$ cat config.mk
export PLATFORM = sky130hd
export DESIGN_NAME = instr_encoder
export DESIGN_NICKNAME = d
export VERILOG_FILES = /design/src/rtl/rv_isa_pkg.sv /design/src/rtl/enc_fifo.sv /design/src/rtl/instr_encoder.sv
export SDC_FILE = /design/constraint.sdc
export NUM_CORES = 1
export LEC_CHECK = 0
export BUFFER_PORTS_ARGS = -buffer_cell sky130_fd_sc_hd__buf_2
export CAP_MARGIN = 20
export CORE_MARGIN = 1.5
export CORE_UTILIZATION = 54
export DETAILED_ROUTE_END_ITERATION = 16
export PLACE_DENSITY = 0.8
export SLEW_MARGIN = 10
export SYNTH_ARGS = -nofsm -noshare
export SYNTH_HDL_FRONTEND = slang
export SYNTH_SLANG_ARGS = --single-unit
export TNS_END_PERCENT = 20
$ cat constraint.sdc
create_clock -name iClk -period 2.85 [get_ports iClk]
set_clock_uncertainty 0.1 [all_clocks]
set_input_delay 0.4275 -clock iClk [delete_from_list [all_inputs] [get_ports iClk]]
set_output_delay 0.4275 -clock iClk [all_outputs]
set_load 0.01 [all_outputs]
$ cat src/rtl/rv_isa_pkg.sv
// rv_isa_pkg: RV32I opcodes, instruction formats and encode helpers shared by the encoder and decoder.
package rv_isa_pkg;
  localparam logic [6:0] OP_R      = 7'b0110011;
  localparam logic [6:0] OP_IMM    = 7'b0010011;
  localparam logic [6:0] OP_LOAD   = 7'b0000011;
  localparam logic [6:0] OP_JALR   = 7'b1100111;
  localparam logic [6:0] OP_STORE  = 7'b0100011;
  localparam logic [6:0] OP_BRANCH = 7'b1100011;
  localparam logic [6:0] OP_LUI    = 7'b0110111;
  localparam logic [6:0] OP_AUIPC  = 7'b0010111;
  localparam logic [6:0] OP_JAL    = 7'b1101111;
  localparam logic [31:0] NOP_WORD = 32'h0000_0013;

  typedef enum logic [2:0] {FMT_R, FMT_I, FMT_S, FMT_B, FMT_U, FMT_J, FMT_BAD} fmtT;

  function automatic fmtT opFormat(input logic [6:0] op);
    case (op)
      OP_R:                     return FMT_R;
      OP_IMM, OP_LOAD, OP_JALR: return FMT_I;
      OP_STORE:                 return FMT_S;
      OP_BRANCH:                return FMT_B;
      OP_LUI, OP_AUIPC:         return FMT_U;
      OP_JAL:                   return FMT_J;
      default:                  return FMT_BAD;
    endcase
  endfunction

  // True when v is representable as a w-bit two's-complement value.
  function automatic logic fitsSigned(input logic [31:0] v, input int w);
    logic [31:0] s;
    s = 32'($signed(v) >>> (w - 1));
    return (s == '0) || (s == '1);
  endfunction
endpackage

$ cat src/rtl/enc_fifo.sv
// enc_fifo: output buffer of encoded words; oReady is registered and reset low.
module enc_fifo #(
  parameter int DEPTH = 2,
  parameter int W = 42,
  parameter logic [W-1:0] RST_VAL = '0
) (
  input  logic         iClk,
  input  logic         iRstN,
  input  logic         iFlush,
  input  logic         iPush,
  input  logic         iPop,
  input  logic [W-1:0] iData,
  output logic [W-1:0] oData,
  output logic         oValid,
  output logic         oReady
);
  localparam int AW = $clog2(DEPTH);
  localparam logic [AW:0] FULL = (AW + 1)'(DEPTH);
  logic [W-1:0] mem [DEPTH];
  logic [AW-1:0] wrPtr, rdPtr;
  logic [AW:0] count, countNext;
  logic doPush, doPop;
  assign doPush = iPush && count != FULL && !iFlush;
  assign doPop = iPop && count != '0 && !iFlush;
  assign countNext = iFlush ? '0 : count + (AW + 1)'(doPush) - (AW + 1)'(doPop);
  assign oData = mem[rdPtr];
  assign oValid = count != '0;
  always_ff @(posedge iClk or negedge iRstN)
    if (!iRstN) begin
      for (int i = 0; i < DEPTH; i++) mem[i] <= RST_VAL;
      wrPtr <= '0;
      rdPtr <= '0;
      count <= '0;
      oReady <= 1'b0;
    end else begin
      if (doPush) mem[wrPtr] <= iData;
      wrPtr <= iFlush ? '0 : wrPtr + AW'(doPush);
      rdPtr <= iFlush ? '0 : rdPtr + AW'(doPop);
      count <= countNext;
      oReady <= countNext != FULL;
    end
endmodule

$ cat src/rtl/instr_encoder.sv
// instr_encoder: packs RV32I fields into address-tagged instruction words.
// Define INSTR_ENCODER_RANGE_CHECK_EN to flag immediate range and unknown-opcode errors on oErr/oErrAddr.
module instr_encoder
  import rv_isa_pkg::*;
#(
  parameter int DEPTH = 2,
  parameter int ADDR_W = 10,
  parameter logic [ADDR_W-1:0] BASE_ADDR = '0
) (
  input  logic              iClk,
  input  logic              iRstN,
  input  logic              iFlush,
  input  logic              iValid,
  output logic              oReady,
  input  logic [6:0]        iOpcode,
  input  logic [4:0]        iRd,
  input  logic [2:0]        iFunct3,
  input  logic [4:0]        iRs1,
  input  logic [4:0]        iRs2,
  input  logic [6:0]        iFunct7,
  input  logic [31:0]       iImm,
  output logic              oValid,
  input  logic              iReady,
  output logic [31:0]       oInstr,
  output logic [ADDR_W-1:0] oAddr,
  output logic              oErr,
  output logic [ADDR_W-1:0] oErrAddr,
  input  logic              iClrErr
);
  logic accept;
  logic [31:0] word;
  logic immErr;
  logic [ADDR_W-1:0] addr;
  logic [31+ADDR_W:0] head;
  fmtT fmt;
  assign accept = iValid && oReady && !iFlush;
  assign fmt = opFormat(iOpcode);
  always_comb begin
    word = NOP_WORD;
    immErr = 1'b0;
    case (fmt)
      FMT_R: word = {iFunct7, iRs2, iRs1, iFunct3, iRd, iOpcode};
      FMT_I: begin
        word = {iImm[11:0], iRs1, iFunct3, iRd, iOpcode};
        immErr = !fitsSigned(iImm, 12);
      end
      FMT_S: begin
        word = {iImm[11:5], iRs2, iRs1, iFunct3, iImm[4:0], iOpcode};
        immErr = !fitsSigned(iImm, 12);
      end
      FMT_B: begin
        word = {iImm[12], iImm[10:5], iRs2, iRs1, iFunct3, iImm[4:1], iImm[11], iOpcode};
        immErr = !fitsSigned(iImm, 13) || iImm[0];
      end
      FMT_U: begin
        word = {iImm[31:12], iRd, iOpcode};
        immErr = |iImm[11:0];
      end
      FMT_J: begin
        word = {iImm[20], iImm[10:1], iImm[11], iImm[19:12], iRd, iOpcode};
        immErr = !fitsSigned(iImm, 21) || iImm[0];
      end
      default: immErr = 1'b1;
    endcase
  end
  always_ff @(posedge iClk or negedge iRstN)
    if (!iRstN) addr <= BASE_ADDR;
    else if (iFlush) addr <= BASE_ADDR;
    else if (accept) addr <= addr + ADDR_W'(1);
`ifdef INSTR_ENCODER_RANGE_CHECK_EN
  // A clear coinciding with a new error re-arms capture so the new address is kept.
  always_ff @(posedge iClk or negedge iRstN)
    if (!iRstN) begin
      oErr <= 1'b0;
      oErrAddr <= '0;
    end else if (accept && immErr) begin
      oErr <= 1'b1;
      if (!oErr || iClrErr) oErrAddr <= addr;
    end else if (iClrErr) begin
      oErr <= 1'b0;
      oErrAddr <= '0;
    end
`else
  logic unusedErr;
  assign unusedErr = immErr ^ iClrErr;
  assign oErr = 1'b0;
  assign oErrAddr = '0;
`endif
  enc_fifo #(
    .DEPTH(DEPTH),
    .W(32 + ADDR_W),
    .RST_VAL({32'h0, BASE_ADDR})
  ) uFifo (
    .iClk(iClk),
    .iRstN(iRstN),
    .iFlush(iFlush),
    .iPush(accept),
    .iPop(iReady),
    .iData({word, addr}),
    .oData(head),
    .oValid(oValid),
    .oReady(oReady)
  );
  assign oInstr = head[31+ADDR_W:ADDR_W];
  assign oAddr = head[ADDR_W-1:0];
endmodule
# After elaboration in Yosys (flattened, before gate mapping)
# Index checks and enable logic that the tools add are counted.
[classes] add_sub_neg=5 order_cmp=3 n_eq_ne=16 mux=13 bitwise_logic=2 reduce_logical=13
[op_table] operator="one-hot mux 32 bit (6 select lines)" n=1
[op_table] operator="2-to-1 mux 42 bit" n=4
[op_table] operator="bitwise mux 84 bit" n=1
[op_table] operator="demux 42 bit (select 1 bit)" n=1
[op_table] operator="== test 7 x 6 -> 1 bit, second input constant" n=3
[op_table] operator="== test 7 bit, second input constant" n=3
[op_table] operator="2-to-1 mux 10 bit" n=2
[op_table] operator="one-hot mux 3 bit (6 select lines)" n=1
[op_table] operator="== test 7 x 5 -> 1 bit, second input constant" n=2
[op_table] operator="adder 10 x 1 -> 10 bit, second input constant" n=1
[op_table] operator="== test 7 x 2 -> 1 bit, second input constant" n=1
[op_table] operator="logical AND 1 bit" n=7
[op_table] operator="== test 3 x 2 -> 1 bit, second input constant" n=2
[op_table] operator="== test 3 bit, second input constant" n=2
[op_table] operator=">= comparator 2 bit, second input constant" n=2
[op_table] operator="inequality test 2 bit, second input constant" n=2
[op_table] operator="inverter 1 -> 2 bit" n=2
[op_table] operator="nonzero test 2 bit" n=2
[op_table] operator="== test 3 x 1 -> 1 bit, second input constant" n=1
[op_table] operator="logical NOT 3 bit" n=1
[op_table] operator="OR reduction 3 bit" n=1
[op_table] operator="adder 1 bit" n=2
[op_table] operator="adder 2 x 1 -> 2 bit" n=1
[op_table] operator="< comparator 2 x 1 -> 1 bit, second input constant" n=1
[op_table] operator="other kinds (5)" n=6
[word_totals] regBits=99 input_bits=70 wordCells=59

# Depth between registers and ports, before layout
# Gate-level depths: netlist of run 1.
[depth] ltp_word=8 depth_mapped=10 ltp_nobuf=9

# By module
# Synthesis of run 1 repeated with hierarchy kept, for this count alone.
[unflattened] hier_cells=471 hier_area_um2=5472.7
[modules_own_cells] mod="enc_fifo" instances=1 cells_per_inst=250 area_per_inst_um2=3881.2 seq_area_each_um2=2227.1
[modules_own_cells] mod="instr_encoder" instances=1 cells_per_inst=221 area_per_inst_um2=1591.5 seq_area_each_um2=250.2

# Worst setup path before layout of run 1
# No wires, ideal clock.
[synth_path] path_kind="input -> register" startpoint="in iOpcode[2]" endpoint="reg uFifo.mem[31] (netlist name)" setup_ns=0.095 arrival_ns=2.166 required_ns=2.655 path_slack_ns=0.488 cell_stages=8 path_cell_list="or3b_1 buf_2 nor2_8 inv_2 ha_1 clkbuf_1 a21oi_2 o31ai_1"
[synth_via] elab_chain_cells=6 word_cells_on_any_way=20 classes_between="14 x eq/ne; 3 x mux; 3 x reduce/logical"
[synth_lines] item="start: declaration" line_no="instr_encoder.sv:15" source="input logic [6:0] iOpcode,"
[synth_lines] item="== test 7 x 5 -> 1 bit, or another cell as far along" line_no="rv_isa_pkg.sv:17" source="case (op)"
[synth_lines] item="OR reduction 3 bit / OR reduction 2 bit (equally long branches)" line_no="rv_isa_pkg.sv:17"
[synth_lines] item="one-hot mux 3 bit (6 select lines) *" line_no="rv_isa_pkg.sv:17"
[synth_lines] item="== test 3 bit, or another cell as far along" line_no="instr_encoder.sv:41" source="case (fmt)"
[synth_lines] item="one-hot mux 32 bit (6 select lines) *" line_no="instr_encoder.sv:41"
[synth_lines] item="bitwise mux 84 bit *" line_no="enc_fifo.sv:36" source="if (doPush) mem[wrPtr] <= iData;"
[synth_lines] item="end signal: indexed assignment" line_no="enc_fifo.sv:36"
[synth_lines] item="end: declaration" line_no="enc_fifo.sv:19" source="logic [W-1:0] mem [DEPTH];"
# Every way passes the cells marked *; elsewhere a longest branch is shown, timed or not.
# A chain may end at the register's enable or synchronous reset.

# Worst setup path in the final report of run 1
[layout_path] startpoint="in iOpcode[5]" endpoint="reg uFifo.mem[64] (netlist name)"
# The elaborated chain is that of the path after synthesis.

==> impl_metrics.yaml, run 1 <==
placed_design:
  dpl_cell_area_sq_um: 6110
  dp_hpwl_microns: 9070
  port_buffers: 112
  place_congestion: 0.897
synthesis:
  ys_warn_count: 0
  synthCells: 472
  netlist_area_sq_um: 5390
  synth_cell_types: 60
  ys_ff_latch: 99
  ys_seq_area_share_pct: 46.0
  synth_area_per_cell_sq_um: 11.4
  async_flop_share_pct: 100
  synth_edf_count: 0
  yosys_most_used_dff: "dfrtp_1"
floorplan:
  dieHeight_microns: 103
  die_area_sq_um: 10600
  fp-row-count: 36
  die_width_microns: 103
  coreArea_sq_um: 9730
  pin_count: 125
  start_util_pct: 55.4
cts:
  root_buffer: "clkbuf_8"
  cts_resized: 0
  clock-sinks: 99
  clk_latency_ns: 0.37
  cts_made_buffers: 9
  ctsHtreeMaxLevel: 3
  path_clk_slew_ns: 0.11
  clockBufferDepth: 2
  cts_tree: "done"
cells_and_area:
  layout_commonest_cell: "buf_2"
  drive_gt1_share_pct: 42.5
  num-fill-cells: 810
  syn2layout_area_growth_pct: 17.3
  design_area_sq_um: 6320
  final_nets: 661
  regArea_sq_um: 2480
  multi_input_area_sq_um: 2670
  mostFrequentLayoutCells: "buf_2, dfrtp_1, mux2_2"
  antennaDiodeCount: 0
drt:
  drtPass1Iterations: 5
  via_per_inst: 5.82
  routed_wirelength_microns: 12400
  vias: 4211
  drc: 0
  drtAntennaViolNets: 0
  wire_per_inst_microns: 17.2
  drt_iter0_drc: 171
critical_path:
  crit_type: "in -> reg"
  worstPathArrival_ns: 2.60
  crit_chain: "buf_2, or3b_1, nor2_8, inv_2, ha_1, o21ai_4, nand2_1, o2bb2ai_1"
  cp-end-kind: "register"
  slowest_stage: "or3b_1"
  crit_required_ns: 3.03
  cp_slowest_stage_delay_ns: 0.55
  worst_setup_path_start_kind: "input pin"
  path_max_fanout: 19
global_routing:
  gr-total-overflow: 0
  grt_pass1_vias: 4038
  track_usage_pct: 24.4
  grt_pass1_wl_microns: 19800
  grt_max_degree: 50
  grt_antenna_before_repair: 0
power_and_ir_drop:
  powerDensity_nw_per_um2: 550
  vdd_ir_drop_max_mv: 0.406
  p_leak_nw: 3.14
hold_path:
  hold_path.class: "in -> reg"
timing:
  clock.fmax_mhz: 413
  hold_viol: 0
  finalCriticalPeriod_ns: 2.42
  rsz0062_at_grt: "false"
  setup_violations: 0
  relSlewSlack_pct: 57.3
  tightest_slew_ns: 0.637
  min_period_over_period_pct: 84.9
  maxSlewViolCount: 0
  fin_setup_tns_ns: 0
job:
  max_cap_violations: 0
run_status:
  status: "completed"
cell families (layout without fill, tap and decap cells):
| family | Yosys count | in the layout | synth area share, % |
|---|---|---|---|
| AO/OA/AOI/OAI | 119 | 119 | 17.2 |
| flip-flops | 99 | 99 | 46.0 |
| AND/OR/NAND/NOR | 92 | 92 | 9.22 |
| multiplexers | 90 | 90 | 19.4 |
| buffers and inverters | 55 | 163 | 5.15 |
| XOR/XNOR | 10 | 10 | 1.63 |
| adder cells (fa/ha/maj) | 6 | 6 | 1.39 |
| other | 1 | 11 | 0.0696 |
Yosys cell counts, drive strengths merged, types with 2 or more instances:
master | n | area share [%]
a21bo | 4 | 0.74
a21o | 4 | 0.56
a21oi | 13 | 1.3
a22oi | 9 | 1.3
a31oi | 6 | 0.70
a32oi | 5 | 0.81
and2 | 3 | 0.35
and3b | 2 | 0.33
buf | 17 | 2.4
clkbuf | 20 | 1.4
clkinv | 2 | 0.14
dfrtp | 99 | 46
ha | 6 | 1.4
inv | 16 | 1.2
mux2 | 84 | 18
mux2i | 6 | 1.1
nand2 | 25 | 1.8
nand2b | 3 | 0.35
nand3 | 14 | 1.5
nand4 | 7 | 0.81
nor2 | 23 | 2.0
nor3b | 2 | 0.28
nor4 | 2 | 0.23
o2111ai | 5 | 0.81
o211a | 2 | 0.65
o211ai | 3 | 0.42
o21ai | 18 | 1.9
o2bb2ai | 32 | 5.2
o31ai | 12 | 1.7
or3 | 3 | 0.35
xnor2 | 2 | 0.33
xor2 | 8 | 1.3
final timing paths:
kind	startpoint	to	slack, ns	depth (start not counted)
worst max-delay path	iOpcode[5]	uFifo.mem[64]$_DFFE_PN0P_	0.43	8
worst min-delay path	iImm[5]	uFifo.mem[35]$_DFFE_PN0P_	0.26	3
max in group asynchronous	iRstN	uFifo.rdPtr$_DFF_PN0_	1.57	3
worst min register to register	uFifo.mem[75]$_DFFE_PN0P_	uFifo.mem[75]$_DFFE_PN0P_	0.38	2
worst max register to register	uFifo.count[0]$_DFF_PN0_	uFifo.mem[37]$_DFFE_PN0P_	0.51	6
min in group asynchronous	iRstN	uFifo.mem[67]$_DFFE_PN0P_	0.45	2
timing repair:
item                                    in CTS  in global routing
buffers inserted                             0                  0
endpoints found under the setup margin       0                  0
endpoints found under the hold margin       31                  0
hold buffers                                 1                  0
registers in the layout, indices dropped and copies added (netlist names):
signal,count
addr,10
uFifo.count,2
uFifo.mem,84
uFifo.oReady,1
uFifo.rdPtr,1
uFifo.wrPtr,1
layer usage:
layer	global-route usage, %	vias up	part of all wire (%)
met4	8.00	0	1.8
met5	0	-	0
met1	34.4	2073	44
met3	3.32	18	6.3
met2	39.1	161	48
li1	-	1959	-
where the power goes:
group / switching (mW) / internal (mW)
clock: 0.557 / 0.352
sequential: 0.112 / 1.57
combinational: 0.464 / 0.424
total: 1.13 / 2.34
final cells by class:
| type | count | share of cell area (%) |
|---|---|---|
| multi-input combinational | 328 | 42.3 |
| inverter | 18 | 1.11 |
| sequential | 99 | 39.2 |
| tap | 133 | 2.63 |
| clock inverter | 7 | 1.29 |
| timing repair buffer | 129 | 11.6 |
| clock buffer | 9 | 1.96 |
stage by stage:
| step | hold slack, ns | power, mW | worst slack [ns] | instances | util [%] |
|---|---|---|---|---|---|
| 5_1_grt | 0.276 | 3.66 | 0.286 | 723 | 65.0 |
| 3_5_place_dp | 0.306 | 2.59 | 0.0941 | 706 | 62.8 |
| 6_report | 0.257 | 3.47 | 0.430 | 723 | 65.0 |
| 3_3_place_gp | 0.291 | 2.56 | 0.160 | 706 | 62.8 |
| 2_1_floorplan | 0.0319 | 2.26 | 0.488 | 482 | - |
| 4_1_cts | 0.253 | 3.50 | 0.480 | 723 | 65.0 |
worst max-delay path, delay by kind of cell:
family                     cells  cell delay (ns)
and+or+nand+nor                3             1.11
AOI/OAI and AO/OA              2             0.51
buffers and inverters          2             0.27
adders and majority gates      1             0.27
Power figures use the tool's default switching activity.
==> inputs of run 2 (changes only) <==
==> constraint.sdc (replaced) <==
create_clock -name iClk -period 2.32 [get_ports iClk]
set_clock_uncertainty 0.1 [all_clocks]
set_input_delay 0.348 -clock iClk [delete_from_list [all_inputs] [get_ports iClk]]
set_output_delay 0.348 -clock iClk [all_outputs]
set_load 0.01 [all_outputs]
==> run 2 against run 1 <==
  * Sequential share of layout area down 1.3 points
  * Final cell count is 2.9% higher
  * Utilization increased by 2.1 points
  * Hold slack got worse by 0.16 ns
  * Critical path type is now reg -> out
==> impl_metrics.yaml, run 2 (synthesized netlist as in run 1, its figures left out) <==
run_status:
  status: "completed"
timing:
  layout_setup_ws_ns: 0.141
  setup_violations: 0
  clock.fmax_mhz: 459
  min_period_over_period_pct: 93.9
  hold_viol: 0
  rsz0062_at_grt: "false"
  tightest_slew_ns: 0.517
  relSlewSlack_pct: 65.5
  finalCriticalPeriod_ns: 2.18
  maxSlewViolCount: 0
  fin_setup_tns_ns: 0
power_and_ir_drop:
  internal-power_mw: 3.13
  finalPower_mw: 4.47
  switching_share_pct: 30.0
  seqPwrFrac_pct: 46.3
  p_comb_share_pct: 25.3
  p_sw_mw: 1.34
  clkPwrFrac_pct: 28.4
  vdd_ir_drop_max_mv: 0.664
  powerDensity_nw_per_um2: 684
  p_leak_nw: 3.26
drt:
  drt_iter0_drc: 153
  routed_wirelength_microns: 12900
  via_per_inst: 5.81
  drtAntennaViolNets: 0
  drtPass1Iterations: 5
  vias: 4324
  wire_per_inst_microns: 17.3
  drc: 0
placed_design:
  dp_hpwl_microns: 9400
  dpl_cell_area_sq_um: 6290
  post-place-ws_ns: -0.111
  port_buffers: 112
  place_congestion: 0.958
critical_path:
  slowest_stage: "dfrtp_2"
  cp_slowest_stage_delay_ns: 0.60
  path_max_fanout: 21
  crit_type: "reg -> out"
  worstPathArrival_ns: 1.73
  r2r_start: "uFifo.count[1]$_DFF_PN0_"
  crit_required_ns: 1.87
  startpoint: "uFifo.rdPtr$_DFF_PN0_"
  crit_chain: "buf_12, mux2_2, buf_2"
  worst_setup_path_start_kind: "register"
  cp-end-kind: "output port"
cts:
  root_buffer: "clkbuf_8"
  clk_latency_ns: 0.37
  path_clk_slew_ns: 0.09
  clockBufferDepth: 2
  clock-sinks: 99
  cts_setup_buffers: 0
  ctsHtreeMaxLevel: 3
  cts_made_buffers: 9
  cts_tree: "done"
global_routing:
  grtUsageMet2_pct: 39.9
  grt_pass1_vias: 4093
  gr-total-overflow: 0
  grt_max_degree: 56
  use_met3_pct: 4.61
  grt_pass1_wl_microns: 20200
  track_usage_pct: 25.1
  grt.busiest_layer: "met2"
  grtUsageMet1_pct: 34.0
  grt_antenna_before_repair: 0
cells_and_area:
  design_area_sq_um: 6530
  top_register: "uFifo.mem"
  antennaDiodeCount: 0
  mostFrequentLayoutCells: "buf_2, dfrtp_1, mux2_2"
  num-fill-cells: 772
  layout_commonest_cell: "buf_2"
  largest_register_ffs: 84
  drive_gt1_share_pct: 44.5
  final_nets: 682
  syn2layout_area_growth_pct: 21.2
  finish.utilization_pct: 67.1
  top_regs: "uFifo.mem x84, addr x10, uFifo.count x2"
floorplan:
  coreArea_sq_um: 9730
  start_util_pct: 55.4
  fp-row-count: 36
  die_area_sq_um: 10600
  dieHeight_microns: 103
  pin_count: 125
  die_width_microns: 103
job:
  max_cap_violations: 0
hold_path:
  min_from: "iFlush"
  hold_path.class: "in -> reg"
## run 2: cell count changes in the layout (fill, tap and decap cells not counted), sizes merged
cell and delta:
buf +21, clkinv -3, bufinv +2, clkbuf +1
clkinvlp +1, inv -1
## run 2: path summary, 6_finish.rpt
path                       slack (ns)  cells past startpoint                        end
max                              0.14                      3                 oInstr[20]
min                              0.09                      2   uFifo.count[1]$_DFF_PN0_
max reg2reg                      0.15                      9     uFifo.oReady$_DFF_PN0_
min reg2reg                      0.38                      2  uFifo.mem[73]$_DFFE_PN0P_
max in group asynchronous        1.35                      3      uFifo.rdPtr$_DFF_PN0_
min in group asynchronous        0.24                      2  uFifo.mem[25]$_DFFE_PN0P_
## run 2: power groups by stage
stage | Combinational [mW] | Sequential, mW | Clock, mW
detailed placement | 1.13 | 2.10 | 0
finish | 1.13 | 2.07 | 1.27
floorplan | 0.746 | 2.03 | 0
CTS | 1.14 | 2.07 | 1.29
global placement | 1.10 | 2.08 | 0
global route | 1.24 | 2.10 | 1.36
## run 2: timing repair
item                                    4_1_cts  5_1_grt
gates resized for setup                       0        0
hold buffers                                  1        0
hold endpoints to repair                     99        0
endpoints found under the setup margin        0        0
## run 2: area by class of cell
class	instances	area, sq um	area share (%)
Sequential cell	99	2480	38.0
Timing Repair Buffer	150	913	14.0
Clock buffer	10	138	2.11
Multi-Input combinational cell	328	2670	40.9
Inverter	18	70.1	1.07
Clock inverter	6	93.8	1.44
Tap cell	133	166	2.55
## run 2: worst max-delay path, delay by kind of cell (launching register included)
kind     cells  cell delay (ns)
flops        1             0.60
mux          1             0.36
buf+inv      2             0.37
## run 2: layer usage
layer,vias to the layer above,wire [microns]
li1,1995,-
met5,-,0
met2,147,6260
met1,2162,5630
met3,20,760
met4,0,219
## run 2: stage by stage
step	cells	hold slack, ns
floorplan	482	-0.0476
global placement	727	0.0885
detailed placement	727	0.0885
CTS	744	0.0813
global route	744	0.0848
finish	744	0.0938
==> inputs of run 3 (changes only) <==
--- a/config.mk
+++ b/config.mk
@@ -11,6 +11,7 @@
 export CORE_UTILIZATION = 54
 export DETAILED_ROUTE_END_ITERATION = 16
 export PLACE_DENSITY = 0.8
+export REMOVE_ABC_BUFFERS = 1
 export SLEW_MARGIN = 10
 export SYNTH_ARGS = -nofsm -noshare
 export SYNTH_HDL_FRONTEND = slang
==> run 3 against run 2 <==
  * Utilization is 0.67 points lower
  * Via count is 0.56% lower
  * Wire length is 0.85% lower
  * First-iteration DRC count is 44% higher
  * Register-to-register slack better by 0.02 ns
  * Fmax is 3.6% lower
  * Final cell count is 0.67% lower
  * Global-route usage is 0.17 points lower
  * Highest routed layer unchanged
==> impl_metrics.yaml, run 3 (synthesized netlist as in run 1, its figures left out) <==
placed_design:
  dp_hpwl_microns: 9230
  port_buffers: 112
  place_congestion: 0.907
drt:
  routed_wirelength_microns: 12800
  via_per_inst: 5.82
  wire_per_inst_microns: 17.3
  drtPass1Iterations: 5
  vias: 4300
  drt_iter0_drc: 220
  drtAntennaViolNets: 0
  drc: 0
cts:
  ctsHtreeMaxLevel: 3
  cts_made_buffers: 9
  path_clk_slew_ns: 0.11
  cts_resized: 0
  clk_latency_ns: 0.37
  clock-sinks: 99
  cts_tree: "done"
  root_buffer: "clkbuf_8"
  clockBufferDepth: 2
global_routing:
  grt_pass1_wl_microns: 20200
  track_usage_pct: 24.9
  grt_max_degree: 56
  gr-total-overflow: 0
  grt_pass1_vias: 4260
  grt_antenna_before_repair: 0
critical_path:
  path_max_fanout: 16
  cp-end-kind: "output port"
  cp_slowest_stage_delay_ns: 0.65
  r2r_slack_ns: 0.17
  crit_buf_inv: 2
  crit_type: "reg -> out"
  slowest_stage: "dfrtp_2"
  cp.depth: 3
  crit_required_ns: 1.87
  reg2reg_depth: 9
  worstPathArrival_ns: 1.81
  crit_family: "flip-flops"
  crit_chain: "buf_4, mux2_2, buf_2"
  worst_setup_path_start_kind: "register"
cells_and_area:
  finish.utilization_pct: 66.5
  syn2layout_area_growth_pct: 20.0
  layout_commonest_cell: "buf_2"
  num-fill-cells: 765
  drive_gt1_share_pct: 44.1
  top_register: "uFifo.mem"
  antennaDiodeCount: 0
  final_nets: 677
  mostFrequentLayoutCells: "buf_2, dfrtp_1, mux2_2"
  largest_register_ffs: 84
  top_regs: "uFifo.mem x84, addr x10, uFifo.count x2"
power_and_ir_drop:
  p_leak_nw: 3.23
  vdd_ir_drop_max_mv: 0.587
  finalPower_mw: 4.25
  powerDensity_nw_per_um2: 658
timing:
  clock.fmax_mhz: 442
  setup_violations: 0
  finalCriticalPeriod_ns: 2.26
  hold_viol: 0
  fin_setup_tns_ns: 0
  rsz0062_at_grt: "false"
  min_period_over_period_pct: 97.4
  maxSlewViolCount: 0
  holdWs_ns: 0.171
floorplan:
  pin_count: 125
  coreArea_sq_um: 9730
  start_util_pct: 55.4
  dieHeight_microns: 103
  die_area_sq_um: 10600
  die_width_microns: 103
  fp-row-count: 36
hold_path:
  hold_path.class: "in -> reg"
  whs_path_depth: 3
job:
  max_cap_violations: 0
run_status:
  status: "completed"
==> run 3: path summary, 6_finish.rpt <==
| check | from | endpoint |
|---|---|---|
| max | uFifo.rdPtr$_DFF_PN0_ | oInstr[2] |
| min | iImm[6] | uFifo.mem[36]$_DFFE_PN0P_ |
| max reg2reg | uFifo.count[1]$_DFF_PN0_ | uFifo.oReady$_DFF_PN0_ |
| min reg2reg | uFifo.mem[33]$_DFFE_PN0P_ | uFifo.mem[33]$_DFFE_PN0P_ |
| max in group asynchronous | iRstN | uFifo.mem[28]$_DFFE_PN0P_ |
| min in group asynchronous | iRstN | uFifo.mem[57]$_DFFE_PN0P_ |
==> run 3: timing repair <==
action	CTS	global route
setup buffers	0	0
hold buffers	1	0
endpoints found under the hold margin	18	0
==> run 3: metrics by stage <==
step                      cell area (sq um)  setup slack, ns  instances
after floorplan                        5220           -0.610        445
final                                  6470           0.0593        739
after global routing                   6470         0.000926        739
after CTS                              6470           0.0359        739
after detailed placement               6260          -0.0418        722
after global placement                 6260           0.0266        722
==> run 3: report_power, final <==
part | total (mW) | switching, mW | internal, mW
clock network | 1.07 | 0.652 | 0.418
registers | 2.08 | 0.152 | 1.92
logic | 1.11 | 0.575 | 0.532
total | 4.25 | 1.38 | 2.87
==> run 3: area by class of cell <==
cell class              instances  area (sq um)  area share, %
well taps                     133           166           2.57
flip-flops and latches         99          2480           38.3
repair buffers                145           888           13.7
inverters                      18          70.1           1.08
clock inverters                 7          67.6           1.04
multi-input cells             328          2670           41.3
clock buffers                   9           124           1.92
==> run 3: worst min-delay path: stages <==
cell       delay (ns)
buf_2            0.08
mux2i_1          0.07
o2bb2ai_1        0.13
==> run 3: routing by layer <==
metal | track usage, % | share of wire, % | vias up
li1 | - | - | 1987
met5 | 0 | 0 | -
met1 | 32.4 | 42 | 2132
met3 | 4.75 | 7.2 | 21
met4 | 8.00 | 1.5 | 0
met2 | 42.3 | 49 | 160
